--- src/rtl/gf180mcu_fd_sc_mcu7t5v0__capbank_pkg.sv ---
// Shared types and default sizing for the switched-cap bank enable sequencer.
package gf180mcu_fd_sc_mcu7t5v0__capbank_pkg;

  localparam int unsigned NSEG_DEF        = 8;
  localparam int unsigned STEP_CYCLES_DEF = 4;

  typedef enum logic [1:0] {
    OFF       = 2'd0,
    RAMP_UP   = 2'd1,
    ON        = 2'd2,
    RAMP_DOWN = 2'd3
  } state_e;

endpackage

--- src/rtl/gf180mcu_fd_sc_mcu7t5v0__capbank_tmr.sv ---
// Step timer: modulo-STEP_CYCLES counter with synchronous clear.
// o_tick is high during the last count of each step period.
module gf180mcu_fd_sc_mcu7t5v0__capbank_tmr
  import gf180mcu_fd_sc_mcu7t5v0__capbank_pkg::*;
#(
  parameter int unsigned STEP_CYCLES = STEP_CYCLES_DEF
) (
  input  logic i_clk,
  input  logic i_rst,
  input  logic i_clr,
  output logic o_tick
);

  localparam int unsigned     CNT_W    = (STEP_CYCLES > 1) ? $clog2(STEP_CYCLES) : 1;
  localparam logic [CNT_W-1:0] CNT_LAST = CNT_W'(STEP_CYCLES - 1);

  logic [CNT_W-1:0] r_cnt;

  assign o_tick = (r_cnt == CNT_LAST);

  always_ff @(posedge i_clk) begin
    if (i_rst || i_clr) begin
      r_cnt <= '0;
    end else if (o_tick) begin
      r_cnt <= '0;
    end else begin
      r_cnt <= r_cnt + CNT_W'(1);
    end
  end

endmodule

--- src/rtl/gf180mcu_fd_sc_mcu7t5v0__capbank_seq.sv ---
// Inrush-limiting enable sequencer: ramps NSEG cap-segment enables as a
// thermometer code, one segment per STEP_CYCLES clocks, under REQ/ACK.
module gf180mcu_fd_sc_mcu7t5v0__capbank_seq
  import gf180mcu_fd_sc_mcu7t5v0__capbank_pkg::*;
#(
  parameter  int unsigned NSEG        = NSEG_DEF,
  parameter  int unsigned STEP_CYCLES = STEP_CYCLES_DEF,
  localparam int unsigned LVL_W       = $clog2(NSEG + 1)
) (
`ifdef USE_POWER_PINS
  inout  wire              VDD,
  inout  wire              VSS,
`endif
  input  logic             CLK,
  input  logic             RST,
  input  logic             PWR_REQ,
  output logic [NSEG-1:0]  EN,
  output logic [LVL_W-1:0] LEVEL,
  output logic             PWR_ACK,
  output logic             BUSY
);

  localparam logic [LVL_W-1:0] LVL_ONE = LVL_W'(1);
  localparam logic [LVL_W-1:0] LVL_MAX = LVL_W'(NSEG);

  state_e           r_state;
  logic [LVL_W-1:0] r_level;
  logic [NSEG-1:0]  r_en;
  logic             r_ack;
  logic             r_busy;

  logic             w_tick;
  logic             w_tmr_clr;
  logic [LVL_W-1:0] w_lvl_inc;
  logic [LVL_W-1:0] w_lvl_dec;

  // Timer only runs while ramping in the requested direction; any reversal
  // or settled state restarts the step period from zero.
  assign w_tmr_clr = !(((r_state == RAMP_UP) && PWR_REQ) ||
                       ((r_state == RAMP_DOWN) && !PWR_REQ));
  assign w_lvl_inc = r_level + LVL_ONE;
  assign w_lvl_dec = r_level - LVL_ONE;

  gf180mcu_fd_sc_mcu7t5v0__capbank_tmr #(
    .STEP_CYCLES (STEP_CYCLES)
  ) u_tmr (
    .i_clk  (CLK),
    .i_rst  (RST),
    .i_clr  (w_tmr_clr),
    .o_tick (w_tick)
  );

  function automatic logic [NSEG-1:0] therm(input logic [LVL_W-1:0] lvl);
    logic [NSEG-1:0] t;
    for (int unsigned i = 0; i < NSEG; i++) begin
      t[i] = (LVL_W'(i) < lvl);
    end
    return t;
  endfunction

  always_ff @(posedge CLK) begin
    if (RST) begin
      r_state <= OFF;
      r_level <= '0;
      r_en    <= '0;
      r_ack   <= 1'b0;
      r_busy  <= 1'b0;
    end else begin
      case (r_state)
        OFF: begin
          r_ack <= 1'b0;
          if (PWR_REQ) begin
            r_level <= LVL_ONE;
            r_en    <= therm(LVL_ONE);
            if (LVL_ONE == LVL_MAX) begin
              r_state <= ON;
              r_busy  <= 1'b0;
            end else begin
              r_state <= RAMP_UP;
              r_busy  <= 1'b1;
            end
          end
        end
        RAMP_UP: begin
          if (!PWR_REQ) begin
            r_state <= RAMP_DOWN;
          end else if (w_tick && (r_level != LVL_MAX)) begin
            r_level <= w_lvl_inc;
            r_en    <= therm(w_lvl_inc);
            if (w_lvl_inc == LVL_MAX) begin
              r_state <= ON;
              r_busy  <= 1'b0;
            end
          end
        end
        ON: begin
          r_ack <= 1'b1;
          if (!PWR_REQ) begin
            r_level <= w_lvl_dec;
            r_en    <= therm(w_lvl_dec);
            if (w_lvl_dec == '0) begin
              r_state <= OFF;
              r_busy  <= 1'b0;
            end else begin
              r_state <= RAMP_DOWN;
              r_busy  <= 1'b1;
            end
          end
        end
        RAMP_DOWN: begin
          if (PWR_REQ) begin
            r_state <= RAMP_UP;
          end else if (w_tick && (r_level != '0)) begin
            r_level <= w_lvl_dec;
            r_en    <= therm(w_lvl_dec);
            if (w_lvl_dec == '0) begin
              r_state <= OFF;
              r_busy  <= 1'b0;
            end
          end
        end
        default: begin
          r_state <= OFF;
          r_busy  <= 1'b0;
        end
      endcase
    end
  end

  assign EN      = r_en;
  assign LEVEL   = r_level;
  assign PWR_ACK = r_ack;
  assign BUSY    = r_busy;

endmodule

--- config.mk ---
export PLATFORM = sky130hd
export DESIGN_NAME = gf180mcu_fd_sc_mcu7t5v0__capbank_seq
export DESIGN_NICKNAME = d
export VERILOG_FILES = /design/src/rtl/gf180mcu_fd_sc_mcu7t5v0__capbank_pkg.sv /design/src/rtl/gf180mcu_fd_sc_mcu7t5v0__capbank_tmr.sv /design/src/rtl/gf180mcu_fd_sc_mcu7t5v0__capbank_seq.sv
export SDC_FILE = /design/constraint.sdc
export NUM_CORES = 1
export LEC_CHECK = 0
export BUFFER_PORTS_ARGS = -buffer_cell sky130_fd_sc_hd__buf_4
export CAP_MARGIN = 10
export CORE_AREA = 3 3 61 49
export DETAILED_ROUTE_END_ITERATION = 10
export DIE_AREA = 0 0 64 52
export GPL_ROUTABILITY_DRIVEN = 0
export PLACE_DENSITY = 0.69
export SETUP_SLACK_MARGIN = 0.4
export SYNTH_ARGS = -nofsm -noshare
export SYNTH_HDL_FRONTEND = slang
export SYNTH_SLANG_ARGS = --single-unit
--- constraint.sdc ---
create_clock -name CLK -period 3.8 [get_ports CLK]
set_input_delay 0.19 -clock CLK [delete_from_list [all_inputs] [get_ports CLK]]
set_output_delay 0.19 -clock CLK [all_outputs]
set_load 0.02 [all_outputs]
==> run summary <==
The critical path is of the flop to flop type. The floorplan step set the die height to 52 um. The final non-filler cell total came out at 188. The worst max-slew margin expressed relative to the limit came out at 45.1%. The tool flagged a number of max-cap violations equal to 0.

The final-layout setup total negative slack came out at 0 ps. Once detail routing completed, the nets flagged for antenna violations numbered 0. VDD sags by at most 0.305 mV.

The number of global-route vias before repair came out at 1034. The final net count came out at 162. The CTS buffer count is 3. The cell row count came out at 16.

At the worst endpoint, the required time is 4000 ps. The setup skew after layout is 8.14 ps. The slew at the pin closest to its max-slew limit came out at 822 ps. The global-route wire length before repair came out at 4.77 mm. The capturing element type of the critical path is a flop. The power density over the cells is 687 nW/um^2.

For this configuration, the core starts out at a cell density of 48.0%. The pre-antenna-repair detailed-routing pass consisted of 4 iterations. The via count came out at 1126. The cell area after synthesis is 1200 um^2. The reported leakage power is 0.483 nW.

The number of antenna diodes in the final layout is 0. The clock edge transition at the registers on the reported setup and hold paths came out at 110 ps. The first routing iteration left 71 violations. The period utilization came out at 56.2%. CTS built an H-tree with a depth of 1. The layer flagged by global routing as most heavily used is met2. The number of antenna violations at the first check in global routing was 0. The fraction of layout instances using a drive strength above 1 is 20.4%. For this design, the slowest cell found on the critical path is dfxtp_1.

Entering global routing, the biggest net connects 24 pins. Setup violations remaining at the end of the flow were counted as 0. The count of cells along the worst hold path is 2. TritonCTS built the clock tree. The clock passes through at most 2 buffers.

The largest family of logic cells by synthesized area is compound AO/OA/AOI/OAI gates. The adder-cell area share of the yosys netlist came out at 6.25%. Summed over all instances, the cell type with the most area after synthesis is dfxtp_1. The critical path goes through inv_1, ha_1, o41ai_4, nand3_2, a221oi_2, a211oi_1. The worst reg-to-reg path cell count came out at 6. The sum of routed wire length over all layers came out at 2.78 mm. Setup slack on the worst reg-to-reg path comes out at 1670 ps. Setup repair after global routing left no endpoint under its margin. The highest attainable clock frequency came out at 469 MHz. Sorting the synthesized cells by area gives the leading types as dfxtp_1, ha_1, a21oi_1.

The via-per-instance ratio came out at 5.99. The total placed cells including tap cells is 184. Summing the areas of all and, or, nand and nor instances in the mapped netlist gives 19.8% of the synthesized area.

The mean instance size in the synthesized netlist is 8.40 um^2. STA classifies the critical path startpoint as a flop. Post-CTS timing repair inserted 0 buffers for setup.

The Yosys step of the flow raised 0 warnings. The clock latency on the worst-skew pair came out at 310 ps. The overall global routing resource usage is 18.6%. The worst register-to-register path begins at LEVEL[0]. The path with the worst hold slack has its endpoint at EN[4].

The number of different library cells in the post-synthesis netlist is 46. The placeable core area is 2500 um^2. The floorplan die area came out at 3330 um^2. After filler insertion, the fill cell instance count of the layout stands at 239.

The portion of synthesized cell area occupied by the leading cell type is 28.3%. The endpoint identified for the worst register-to-register timing path is BUSY. The post-cts repair resize count came out at 0. The max-slew violation total from the final report is 0. The detailed placement HPWL came out at 1.97 mm. Summing the areas of all xor and xnor instances in the mapped netlist gives 2.08% of the synthesized area. The run finished with clean final reports.

The multiplexer share of the synthesized area came out at 0.833%. The routed wirelength normalized by instance count came out at 14.8 um. The post-synth net total is 152. The floorplan step set the die width to 64 um. The startpoint identified for the worst hold timing path is RST. The number of port buffers is 16. The area fraction in compound gates after synthesis is 31.7%. The sequential area share after synthesis came out at 28.3%. The number of failing hold endpoints at the final stage came out at 0.

Clock tree synthesis selected as its root buffer the cell clkbuf_4. Grouping stages by cell kind, the critical path spends the most delay in compound AO/OA/AOI/OAI gates. The met2 capacity usage during global routing is 29.3%. The DRC violation count after routing came out at 0. For this design, the CTS-stage hold fixing added 0 buffers.

The synthesis-stage register bit count is 17. The data arrival at the endpoint of the critical path came out at 2340 ps. The global routing met1 resource utilization came out at 24.6%. Synthesis produced 143 cells. The relative area change from synthesis to final layout is 8.02%. On the worst path, the slowest cell contributes a delay of 530 ps. The overall overflow remaining after global route is 0. The worst hold path belongs to the class input pin to flop.

The TritonCTS sink count is 17. The time the worst path needs with I/O delays and setup came out at 2130 ps. The count of boundary I/O pins came out at 17. The met3 global-route usage came out at 5.18%. The maximum fanout encountered on the critical timing path came out at 11. The number of buffer and inverter instances along the worst setup path came out at 1.
-- metrics by stage --
step	worst slack, ps	instance area, um^2	power [mW]	hold slack [ps]	utilization (%)
3_3_place_gp	1760	1270	0.779	414	50.6
5_1_grt	1470	1300	0.963	149	51.8
6_report	1670	1300	0.891	142	51.8
3_5_place_dp	1680	1270	0.786	427	50.6
2_1_floorplan	1800	1200	0.686	406	-
4_1_cts	1680	1300	0.896	130	51.8
-- cell type report --
class                   count  area, um^2  area share (%)
multi-input cells         106         728            56.1
flip-flops and latches     17         340            26.2
repair buffers             16         120            9.26
well taps                  36        45.0            3.47
inverters                   9        33.8            2.60
clock buffers               3        22.5            1.74
clock inverters             1        7.51           0.579
-- logic make-up after synthesis --
logic type,count (synthesis)
AO/OA/AOI/OAI,51
AND/OR/NAND/NOR,46
buffers and inverters,20
flip-flops,17
adder cells (fa/ha/maj),6
XOR/XNOR,2
multiplexers,1
-- layout by cell type (no fill, tap or decap), types with 2 or more instances in the layout --
| cell type | Yosys | final |
|---|---|---|
| o221ai_1 | 2 | 2 |
| clkbuf_4 | 0 | 3 |
| a21oi_1 | 10 | 10 |
| nand3_1 | 3 | 3 |
| inv_1 | 8 | 8 |
| a221oi_1 | 2 | 2 |
| nor2_1 | 12 | 12 |
| nor4b_1 | 2 | 2 |
| o21ai_0 | 7 | 7 |
| dfxtp_1 | 17 | 17 |
| nand2b_1 | 2 | 2 |
| a211oi_1 | 6 | 6 |
| ha_1 | 6 | 6 |
| nand3b_1 | 3 | 3 |
| buf_4 | 4 | 16 |
| a31oi_1 | 7 | 7 |
| nand2_1 | 13 | 13 |
| o21a_1 | 3 | 3 |
| nor3_1 | 3 | 3 |
| nor4_1 | 2 | 2 |
-- where the power goes --
group / leakage, nW / internal, mW / switching [mW] / total, mW
clock network: 0.0139 / 0.0402 / 0.0646 / 0.105
registers: 0.140 / 0.227 / 0.0874 / 0.315
logic: 0.329 / 0.192 / 0.280 / 0.472
-- Yosys cell counts, drive strengths merged --
cell    number
a211oi       6
a21bo        1
a21o         1
a21oi       11
a221oi       3
a22oi        1
a31oi        7
a32oi        1
and3b        1
buf         10
clkbuf       1
dfxtp       17
ha           6
inv          9
mux2i        1
nand2       13
nand2b       2
nand3        4
nand3b       3
nor2        12
nor2b        1
nor3         3
nor3b        1
nor4         2
nor4b        2
nor4bb       1
o21a         3
o21ai        9
o221a        1
o221ai       3
o22ai        1
o311ai       1
o31a         1
o41ai        1
or2          1
xnor2        2
-- metal layers --
layer	vias up	routed length [um]
li1	545	-
met1	526	1340
met2	51	1210
met3	4	196
met4	0	27
met5	-	0
-- how the worst max path moves through the flow --
| stage | end | cells past startpoint | slack [ps] | startpoint |
|---|---|---|---|---|
| 6_report | BUSY | 6 | 1670 | LEVEL[0] |
| 5_1_grt | EN[0] | 7 | 1470 | LEVEL[0] |
| 4_1_cts | BUSY | 6 | 1680 | LEVEL[0] |
| 3_5_place_dp | BUSY | 6 | 1680 | LEVEL[0] |
| 3_3_place_gp | EN[2] | 4 | 1760 | r_state[1] |
| 2_1_floorplan | BUSY | 7 | 1800 | LEVEL[0] |
-- flip-flops by register name (all words and copies together), names as in the netlist --
name	cells
r_state	2
EN	7
BUSY	1
u_tmr.r_cnt	2
PWR_ACK	1
LEVEL	4
No activity file was read; power rests on OpenSTA's default activity.
